### config.mk
export PLATFORM = sky130hd
export DESIGN_NAME = slice_adder_sequencer_flat
export DESIGN_NICKNAME = d
export VERILOG_FILES = /design/src/rtl/slice_adder_sequencer_if.sv /design/src/rtl/slice_adder_sequencer.sv /design/src/flat_wrapper.sv
export SDC_FILE = /design/constraint.sdc
export NUM_CORES = 1
export LEC_CHECK = 0
export ABC_CLOCK_PERIOD_IN_PS = 5400
export CORE_ASPECT_RATIO = 1.75
export CORE_MARGIN = 4
export CORE_UTILIZATION = 50
export DETAILED_ROUTE_END_ITERATION = 7
export PLACE_DENSITY = 0.78
export SLEW_MARGIN = 20
export SYNTH_ARGS = -nofsm -noshare
export SYNTH_HDL_FRONTEND = slang
export SYNTH_SLANG_ARGS = --single-unit
### constraint.sdc
create_clock -name clk -period 5.4 [get_ports clk]
set_input_delay 1.08 -clock clk [delete_from_list [all_inputs] [get_ports clk]]
set_output_delay 1.08 -clock clk [all_outputs]
set_load 0.05 [all_outputs]
### src/rtl/slice_adder_sequencer_if.sv
// Signal bundle between an operand producer/consumer, the slice adder sequencer and a shared narrow adder.
// Port sub exists only when SLICE_ADDER_SUB_EN is defined.
interface slice_adder_sequencer_if #(
   parameter int WIDTH = 64,
   parameter int SLICE = 16
);
   logic             start_valid;
   logic             start_ready;
   logic [WIDTH-1:0] a;
   logic [WIDTH-1:0] b;
   logic             c_in;
`ifdef SLICE_ADDER_SUB_EN
   logic             sub;
`endif
   logic [SLICE-1:0] slice_a;
   logic [SLICE-1:0] slice_b;
   logic             slice_cin;
   logic [SLICE-1:0] slice_sum;
   logic             slice_cout;
   logic             done_valid;
   logic             done_ready;
   logic [WIDTH-1:0] sum;
   logic             c_out;
   logic             busy;

   // Sequencer side: consumes requests and adder results, produces slices and responses.
   modport slave (
`ifdef SLICE_ADDER_SUB_EN
      input  sub,
`endif
      input  start_valid,
      input  a,
      input  b,
      input  c_in,
      input  slice_sum,
      input  slice_cout,
      input  done_ready,
      output start_ready,
      output slice_a,
      output slice_b,
      output slice_cin,
      output done_valid,
      output sum,
      output c_out,
      output busy
   );

   // Environment side: operand producer, result consumer and the external slice adder.
   modport master (
`ifdef SLICE_ADDER_SUB_EN
      output sub,
`endif
      output start_valid,
      output a,
      output b,
      output c_in,
      output slice_sum,
      output slice_cout,
      output done_ready,
      input  start_ready,
      input  slice_a,
      input  slice_b,
      input  slice_cin,
      input  done_valid,
      input  sum,
      input  c_out,
      input  busy
   );
endinterface

### src/rtl/slice_adder_sequencer.sv
// Time-multiplexes one external SLICE-bit adder over WIDTH/SLICE cycles to form a WIDTH-bit sum, LS slice first.
// Define SLICE_ADDER_SUB_EN to add the sub request input (a - b via inverted b and forced carry-in).
module slice_adder_sequencer #(
   parameter int WIDTH = 64,
   parameter int SLICE = 16
) (
   input logic                    clk,
   input logic                    rst_n,
   slice_adder_sequencer_if.slave bus
);
   localparam int NSLICE = WIDTH / SLICE;
   localparam int CW     = (NSLICE > 1) ? $clog2(NSLICE) : 1;
   localparam logic [CW-1:0] LAST_CNT = CW'(NSLICE - 1);

   typedef enum logic [1:0] {
      S_IDLE = 2'd0,
      S_RUN  = 2'd1,
      S_DONE = 2'd2
   } state_t;

   state_t           state_q, state_d;
   logic [WIDTH-1:0] a_q, a_d;
   logic [WIDTH-1:0] b_q, b_d;
   logic [WIDTH-1:0] sum_q, sum_d;
   logic             carry_q, carry_d;
   logic             c_out_q, c_out_d;
   logic [CW-1:0]    cnt_q, cnt_d;

   logic [WIDTH-1:0] b_capture;
   logic             carry_capture;

   logic [SLICE-1:0] a_slices [NSLICE];
   logic [SLICE-1:0] b_slices [NSLICE];

   genvar gi;
   generate
      for (gi = 0; gi < NSLICE; gi++) begin : g_slice
         assign a_slices[gi] = a_q[gi*SLICE +: SLICE];
         assign b_slices[gi] = b_q[gi*SLICE +: SLICE];
      end
   endgenerate

`ifdef SLICE_ADDER_SUB_EN
   // Subtraction reuses the adder: a + ~b + 1, so c_out=1 means no borrow.
   assign b_capture     = bus.sub ? ~bus.b : bus.b;
   assign carry_capture = bus.sub ? 1'b1 : bus.c_in;
`else
   assign b_capture     = bus.b;
   assign carry_capture = bus.c_in;
`endif

   always_comb begin
      state_d = state_q;
      a_d     = a_q;
      b_d     = b_q;
      sum_d   = sum_q;
      carry_d = carry_q;
      c_out_d = c_out_q;
      cnt_d   = cnt_q;
      unique case (state_q)
         S_IDLE: begin
            if (bus.start_valid) begin
               a_d     = bus.a;
               b_d     = b_capture;
               carry_d = carry_capture;
               cnt_d   = '0;
               sum_d   = '0;
               state_d = S_RUN;
            end
         end
         S_RUN: begin
            for (int i = 0; i < NSLICE; i++) begin
               if (cnt_q == CW'(i)) begin
                  sum_d[i*SLICE +: SLICE] = bus.slice_sum;
               end
            end
            carry_d = bus.slice_cout;
            if (cnt_q == LAST_CNT) begin
               c_out_d = bus.slice_cout;
               cnt_d   = '0;
               state_d = S_DONE;
            end else begin
               cnt_d = cnt_q + CW'(1);
            end
         end
         S_DONE: begin
            // Result stays frozen until the consumer takes it; no re-accept this cycle.
            if (bus.done_ready) begin
               state_d = S_IDLE;
            end
         end
         default: begin
            state_d = S_IDLE;
         end
      endcase
   end

   always_ff @(posedge clk or negedge rst_n) begin
      if (!rst_n) begin
         state_q <= S_IDLE;
         a_q     <= '0;
         b_q     <= '0;
         sum_q   <= '0;
         carry_q <= 1'b0;
         c_out_q <= 1'b0;
         cnt_q   <= '0;
      end else begin
         state_q <= state_d;
         a_q     <= a_d;
         b_q     <= b_d;
         sum_q   <= sum_d;
         carry_q <= carry_d;
         c_out_q <= c_out_d;
         cnt_q   <= cnt_d;
      end
   end

   // The shared adder sees zeros whenever this sequencer is not using it.
   assign bus.slice_a     = (state_q == S_RUN) ? a_slices[cnt_q] : '0;
   assign bus.slice_b     = (state_q == S_RUN) ? b_slices[cnt_q] : '0;
   assign bus.slice_cin   = (state_q == S_RUN) ? carry_q : 1'b0;

   assign bus.start_ready = (state_q == S_IDLE);
   assign bus.done_valid  = (state_q == S_DONE);
   assign bus.busy        = (state_q != S_IDLE);
   assign bus.sum         = sum_q;
   assign bus.c_out       = c_out_q;
endmodule

### src/flat_wrapper.sv
// flat-port wrapper written by rule: the top's interface ports become plain ports
module slice_adder_sequencer_flat 
#(
   parameter int WIDTH = 64,
   parameter int SLICE = 16
)
  (clk, rst_n, bus_start_valid, bus_a, bus_b, bus_c_in, bus_slice_sum, bus_slice_cout, bus_done_ready, bus_start_ready, bus_slice_a, bus_slice_b, bus_slice_cin, bus_done_valid, bus_sum, bus_c_out, bus_busy);
  slice_adder_sequencer_if #(.WIDTH(WIDTH), .SLICE(SLICE)) bus_i ();
  input logic clk;
  input logic rst_n;
  input wire logic [$bits(bus_i.start_valid)-1:0] bus_start_valid;
  input wire logic [$bits(bus_i.a)-1:0] bus_a;
  input wire logic [$bits(bus_i.b)-1:0] bus_b;
  input wire logic [$bits(bus_i.c_in)-1:0] bus_c_in;
  input wire logic [$bits(bus_i.slice_sum)-1:0] bus_slice_sum;
  input wire logic [$bits(bus_i.slice_cout)-1:0] bus_slice_cout;
  input wire logic [$bits(bus_i.done_ready)-1:0] bus_done_ready;
  output wire logic [$bits(bus_i.start_ready)-1:0] bus_start_ready;
  output wire logic [$bits(bus_i.slice_a)-1:0] bus_slice_a;
  output wire logic [$bits(bus_i.slice_b)-1:0] bus_slice_b;
  output wire logic [$bits(bus_i.slice_cin)-1:0] bus_slice_cin;
  output wire logic [$bits(bus_i.done_valid)-1:0] bus_done_valid;
  output wire logic [$bits(bus_i.sum)-1:0] bus_sum;
  output wire logic [$bits(bus_i.c_out)-1:0] bus_c_out;
  output wire logic [$bits(bus_i.busy)-1:0] bus_busy;
  assign bus_i.start_valid = bus_start_valid;
  assign bus_i.a = bus_a;
  assign bus_i.b = bus_b;
  assign bus_i.c_in = bus_c_in;
  assign bus_i.slice_sum = bus_slice_sum;
  assign bus_i.slice_cout = bus_slice_cout;
  assign bus_i.done_ready = bus_done_ready;
  assign bus_start_ready = bus_i.start_ready;
  assign bus_slice_a = bus_i.slice_a;
  assign bus_slice_b = bus_i.slice_b;
  assign bus_slice_cin = bus_i.slice_cin;
  assign bus_done_valid = bus_i.done_valid;
  assign bus_sum = bus_i.sum;
  assign bus_c_out = bus_i.c_out;
  assign bus_busy = bus_i.busy;
  slice_adder_sequencer #(.WIDTH(WIDTH), .SLICE(SLICE)) u_core (.clk(clk), .rst_n(rst_n), .bus(bus_i));
endmodule
== Word-level counts from Yosys, hierarchy flattened ==
Index checks and enable logic that the tools add are counted.
Word-level totals
  flip-flop bits (word level): 198
  input port bits: 150
  output and inout bits: 101
  word-level logic and storage cells: 60
Cells by class
  $add $sub $neg: 1
  magnitude comparators: 1
  eq/ne operators: 11
  multiplexer cells: 24
  bitwise logic cells: 1
  reduce and logical (&&, ||, !) cells: 12
Operators with widths (number)
  two-way mux 16 bit: 10
  one-hot mux 64 bit (2 select lines): 1
  binary-select mux 16 bit (select 2 bit): 2
  two-way mux 64 bit: 1
  AND reduction 3 bit: 5
  two-way mux 2 bit: 5
  != test 2 x 1 -> 1 bit, second input constant: 4
  equality test 2 bit, second input constant: 3
  one-hot mux 2 bit (3 select lines): 1
  AND reduction 2 bit: 3
  equality test 2 x 1 -> 1 bit, second input constant: 2
  zero test 2 bit: 2
  != test 2 bit, second input constant: 2
  one-hot mux 2 bit (2 select lines): 1
  nonzero test 2 bit: 2
  >= comparator 3 bit, second input constant: 1
  NOT 2 -> 3 bit: 1
  adder 2 x 1 -> 2 bit, second input constant: 1
  two-way mux 1 bit: 2
  one-hot mux 1 bit (2 select lines): 1

== Depth between registers and ports, before layout ==
  depth after elaboration: 5
  mapped depth: 9
  gate-level depth less buffers: 4

== Worst setup path after synthesis ==
OpenSTA, ideal clock, no wires.
  path kind: register to output
  from: reg u_core.state_q[0]
  to: out bus_busy
  data arrival time: 1906 ps
  setup slack: 2414 ps
  cell stages (with the launch flop): 5
  path buffers: 2
  path through: dfrtp_1 -> buf_2 -> buf_2 -> nor2_1 -> inv_1
On the way
  longest elaborated chain between the ends: 1
Ends and longest elaborated chain
  from (decl): RTL line slice_adder_sequencer.sv:21  | state_t state_q, state_d;
  from (signal assigned): RTL line slice_adder_sequencer.sv:108  | state_q <= state_d;
  nonzero test 2 bit: RTL line slice_adder_sequencer.sv:125  | assign bus.busy = (state_q != S_IDLE);
  to (decl): RTL line flat_wrapper.sv:25  | output wire logic [$bits(bus_i.busy)-1:0] bus_busy;
Every way passes these cells.

== Worst setup path in the final report ==
  from: reg u_core.cnt_q[0]
  to: out bus_slice_b[3]
On the way
  longest elaborated chain between the ends: 5
Ends and longest elaborated chain
  from (decl): RTL line slice_adder_sequencer.sv:27  | logic [CW-1:0] cnt_q, cnt_d;
  from (signal assigned): RTL line slice_adder_sequencer.sv:114  | cnt_q <= cnt_d;
  NOT 2 -> 3 bit (implied by the code): RTL line slice_adder_sequencer.sv:120  | assign bus.slice_b = (state_q == S_RUN) ? b_slices[cnt_q] : '0;
  binary-select mux 16 bit (select 2 bit): RTL line slice_adder_sequencer.sv:120
  two-way mux 16 bit (implied by the code) (2 in series): RTL line slice_adder_sequencer.sv:120
  two-way mux 16 bit: RTL line slice_adder_sequencer.sv:120
  to (decl): RTL line flat_wrapper.sv:20  | output wire logic [$bits(bus_i.slice_b)-1:0] bus_slice_b;
Every way passes these cells. The select of a mux whose other input is x is not followed.

==> flow_summary.toml <==
[run_status]
outcome = "complete, no violations"

[placed_design]
gp_congestion = 0.843
portBuffers = 250
dpl.hpwl_um = 18400
place_inst = 1126

[clock_network]
tritoncts = "done"
cts_resized = 0
insertion_delay_ns = 0.43
cts_hold_buf = 0
cts.sinks = 198
h-tree-depth = 4
cts_buffers = 17
cts_root_buffer = "clkbuf_16"
clock_path_buffers = 2
cts_setup_buffers = 0
clk_pin_slew_ns = 0.07

[setup_path]
cp_data_arrival_time_ns = 2.94
setup.worst_path.start_class = "flop"
cp.depth = 4
end_kind = "output pin"
path_max_fanout = 37
path_buf_inv = 2
critical_path_class = "flop to output pin"
cp_top_family = "buffers and inverters"
slowest_stage = "clkdlybuf4s50_1"
slowest_delay_ns = 0.85
reg2reg_depth = 4
required_ns = 4.32
cp_cell_sequence = "buf_4 -> mux2i_1 -> o22ai_1 -> clkdlybuf4s50_1"

[global_route]
grt_first_pass_wirelength_um = 40300
antenna_found_initial = 8
grt_pass1_vias = 7345
grt_util_all_layers_pct = 24.6
grt_max_degree = 100
grt_overflow = 0

[floorplanning]
io_pins = 251
start_util_pct = 51.1
die_area_mm2 = 0.0208
fp.dieW_um = 111
core_mm2 = 0.0181
fp.dieH_um = 188
rows = 65

[sta]
fmax_ghz = 0.249
finalCritPeriodShare_pct = 74.5
setup_viol = 0
fin_tns_setup_ns = 0
slew-limit-headroom_pct = 45.2
finalHoldViolCount = 0
tightestPinTransition_ns = 0.823
period_needed_ns = 4.02
rsz0062_at_grt = "false"
clock_skew_ns = 0.00951
slew_violations = 0

[yosys]
yosysWarnings = 0
yosysUniqueCellTypes = 27
syn_nets = 845
ys_ff_latch = 198
seq_area_frac_synth_pct = 53.7
syn_avg_cell_area_um2 = 13.4
syn_inst = 691
syn_area_mm2 = 0.00923

[detailed_routing]
postRouteAntennaNets = 0
routedWlPerCell_um = 21.8
num_vias = 6763
drt-initial-drc-count = 309
first_pass_iters = 5
drt_wl_total_um = 25400
via_per_inst = 5.79
drc_errors = 0

[cells_and_area]
mostFrequentLayoutCell = "clkdlybuf4s50_1"
seq_area_mm2 = 0.00496
area_growth_syn_to_layout_pct = 34.8
final.fill_count = 1364
multiInputGateArea_mm2 = 0.00384
fin_nets = 1067
drive_gt1_share_pct = 19.2
layout_common_cells = "clkdlybuf4s50_1 (249), dfrtp_1 (196), mux2_2 (130)"
stdcell_count = 1168

[run]
cap_violations = 0

[worst_hold_path]
hold_depth = 1
hold_class = "flop to flop"

[power_and_ir_drop]
power.leakage_nw = 5.31
peakVddDrop_v = 0.000485
pwr_density_cell_mw_per_mm2 = 702
## worst paths after layout
kind / start / endpoint / slack [ns]
worst max-delay path: u_core.cnt_q[0] / bus_slice_b[3] / 1.38
worst min-delay path: u_core.b_q[61] / u_core.b_q[61] / 0.50
worst max register to register: u_core.cnt_q[0] / u_core.bus.sum[8] / 2.78
worst min register to register: u_core.b_q[61] / u_core.b_q[61] / 0.50
max in group asynchronous: rst_n / u_core.a_q[13] / 3.46
min in group asynchronous: rst_n / u_core.bus.sum[3] / 0.69
## sequential cells by signal, summed over array words and instances (netlist names)
name,count
u_core.a_q,64
u_core.cnt_q,2
u_core.carry_q,1
u_core.bus.sum,64
u_core.b_q,64
u_core.bus.c_out,1
u_core.state_q,2
## stage by stage
stage / power, mW / hold slack, ns / worst slack [ns] / utilization [%] / area [µm²]
after CTS: 8.75 / 0.511 / 1.33 / 68.6 / 12400
after global routing: 9.16 / 0.522 / 1.24 / 68.9 / 12400
final: 8.74 / 0.505 / 1.38 / 68.9 / 12400
after global placement: 7.27 / 0.489 / 1.84 / 65.3 / 11800
after floorplan: 5.97 / 0.480 / 2.41 / - / 9230
after detailed placement: 7.45 / 0.495 / 1.78 / 65.3 / 11800
## cells in the mapped netlist
| master | instances | area [µm²] |
|---|---|---|
| dfrtp_1 | 198 | 4950 |
| mux2_2 | 130 | 1460 |
| mux2i_1 | 64 | 641 |
| a221o_1 | 48 | 480 |
| and3b_1 | 48 | 420 |
| o22ai_1 | 32 | 200 |
| buf_2 | 28 | 140 |
| inv_1 | 22 | 82.6 |
| nor2b_1 | 18 | 113 |
| clkbuf_1 | 16 | 60.1 |
| nand2_1 | 16 | 60.1 |
| nand4b_1 | 16 | 140 |
| o211ai_1 | 16 | 120 |
| buf_6 | 13 | 146 |
| and2_1 | 4 | 25.0 |
| ha_1 | 4 | 50.1 |
| buf_4 | 3 | 22.5 |
| nand2b_1 | 3 | 18.8 |
| a22o_1 | 2 | 17.5 |
| nand3b_1 | 2 | 15.0 |
| nor2_1 | 2 | 7.51 |
| a21oi_1 | 1 | 5.00 |
| a222oi_1 | 1 | 10.0 |
| nor3b_2 | 1 | 12.5 |
| o21ai_0 | 1 | 5.00 |
| o21bai_2 | 1 | 11.3 |
| or3b_1 | 1 | 8.76 |
## kinds of logic (layout without fill, tap and decap cells)
family / count (synthesis) / after routing / synth area share (%)
compound gates: 102 / 102 / 9.20
fa+ha+maj: 4 / 4 / 0.542
buf+inv: 82 / 317 / 4.89
flops: 198 / 198 / 53.7
mux: 194 / 194 / 22.8
other cells: 0 / 8 / 0
simple gates: 111 / 111 / 8.89
## where the power goes
| group | internal [mW] | switching, mW | leakage (nW) |
|---|---|---|---|
| sequential | 2.20 | 0.514 | 2.42 |
| combinational | 1.96 | 2.77 | 2.60 |
| clock | 0.723 | 0.566 | 0.287 |
| total | 4.88 | 3.85 | 5.31 |
## layer usage
layer	vias to the layer above	part of all wire (%)	global-route usage [%]
li1	3013	-	-
met1	3448	36	26.9
met2	253	55	44.3
met3	49	4.9	5.26
met4	0	3.7	12.7
met5	-	0	0
## layout make-up
cell class / count / share of cell area, %
Antenna cell: 8 / 0.161
Clock buffer: 22 / 3.81
Clock inverter: 10 / 0.966
Inverter: 22 / 0.664
Multi-Input combinational cell: 411 / 30.9
Sequential cell: 198 / 39.9
Tap cell: 234 / 2.35
Timing Repair Buffer: 263 / 21.3
Note: power is estimated with default switching activity, not from simulation.
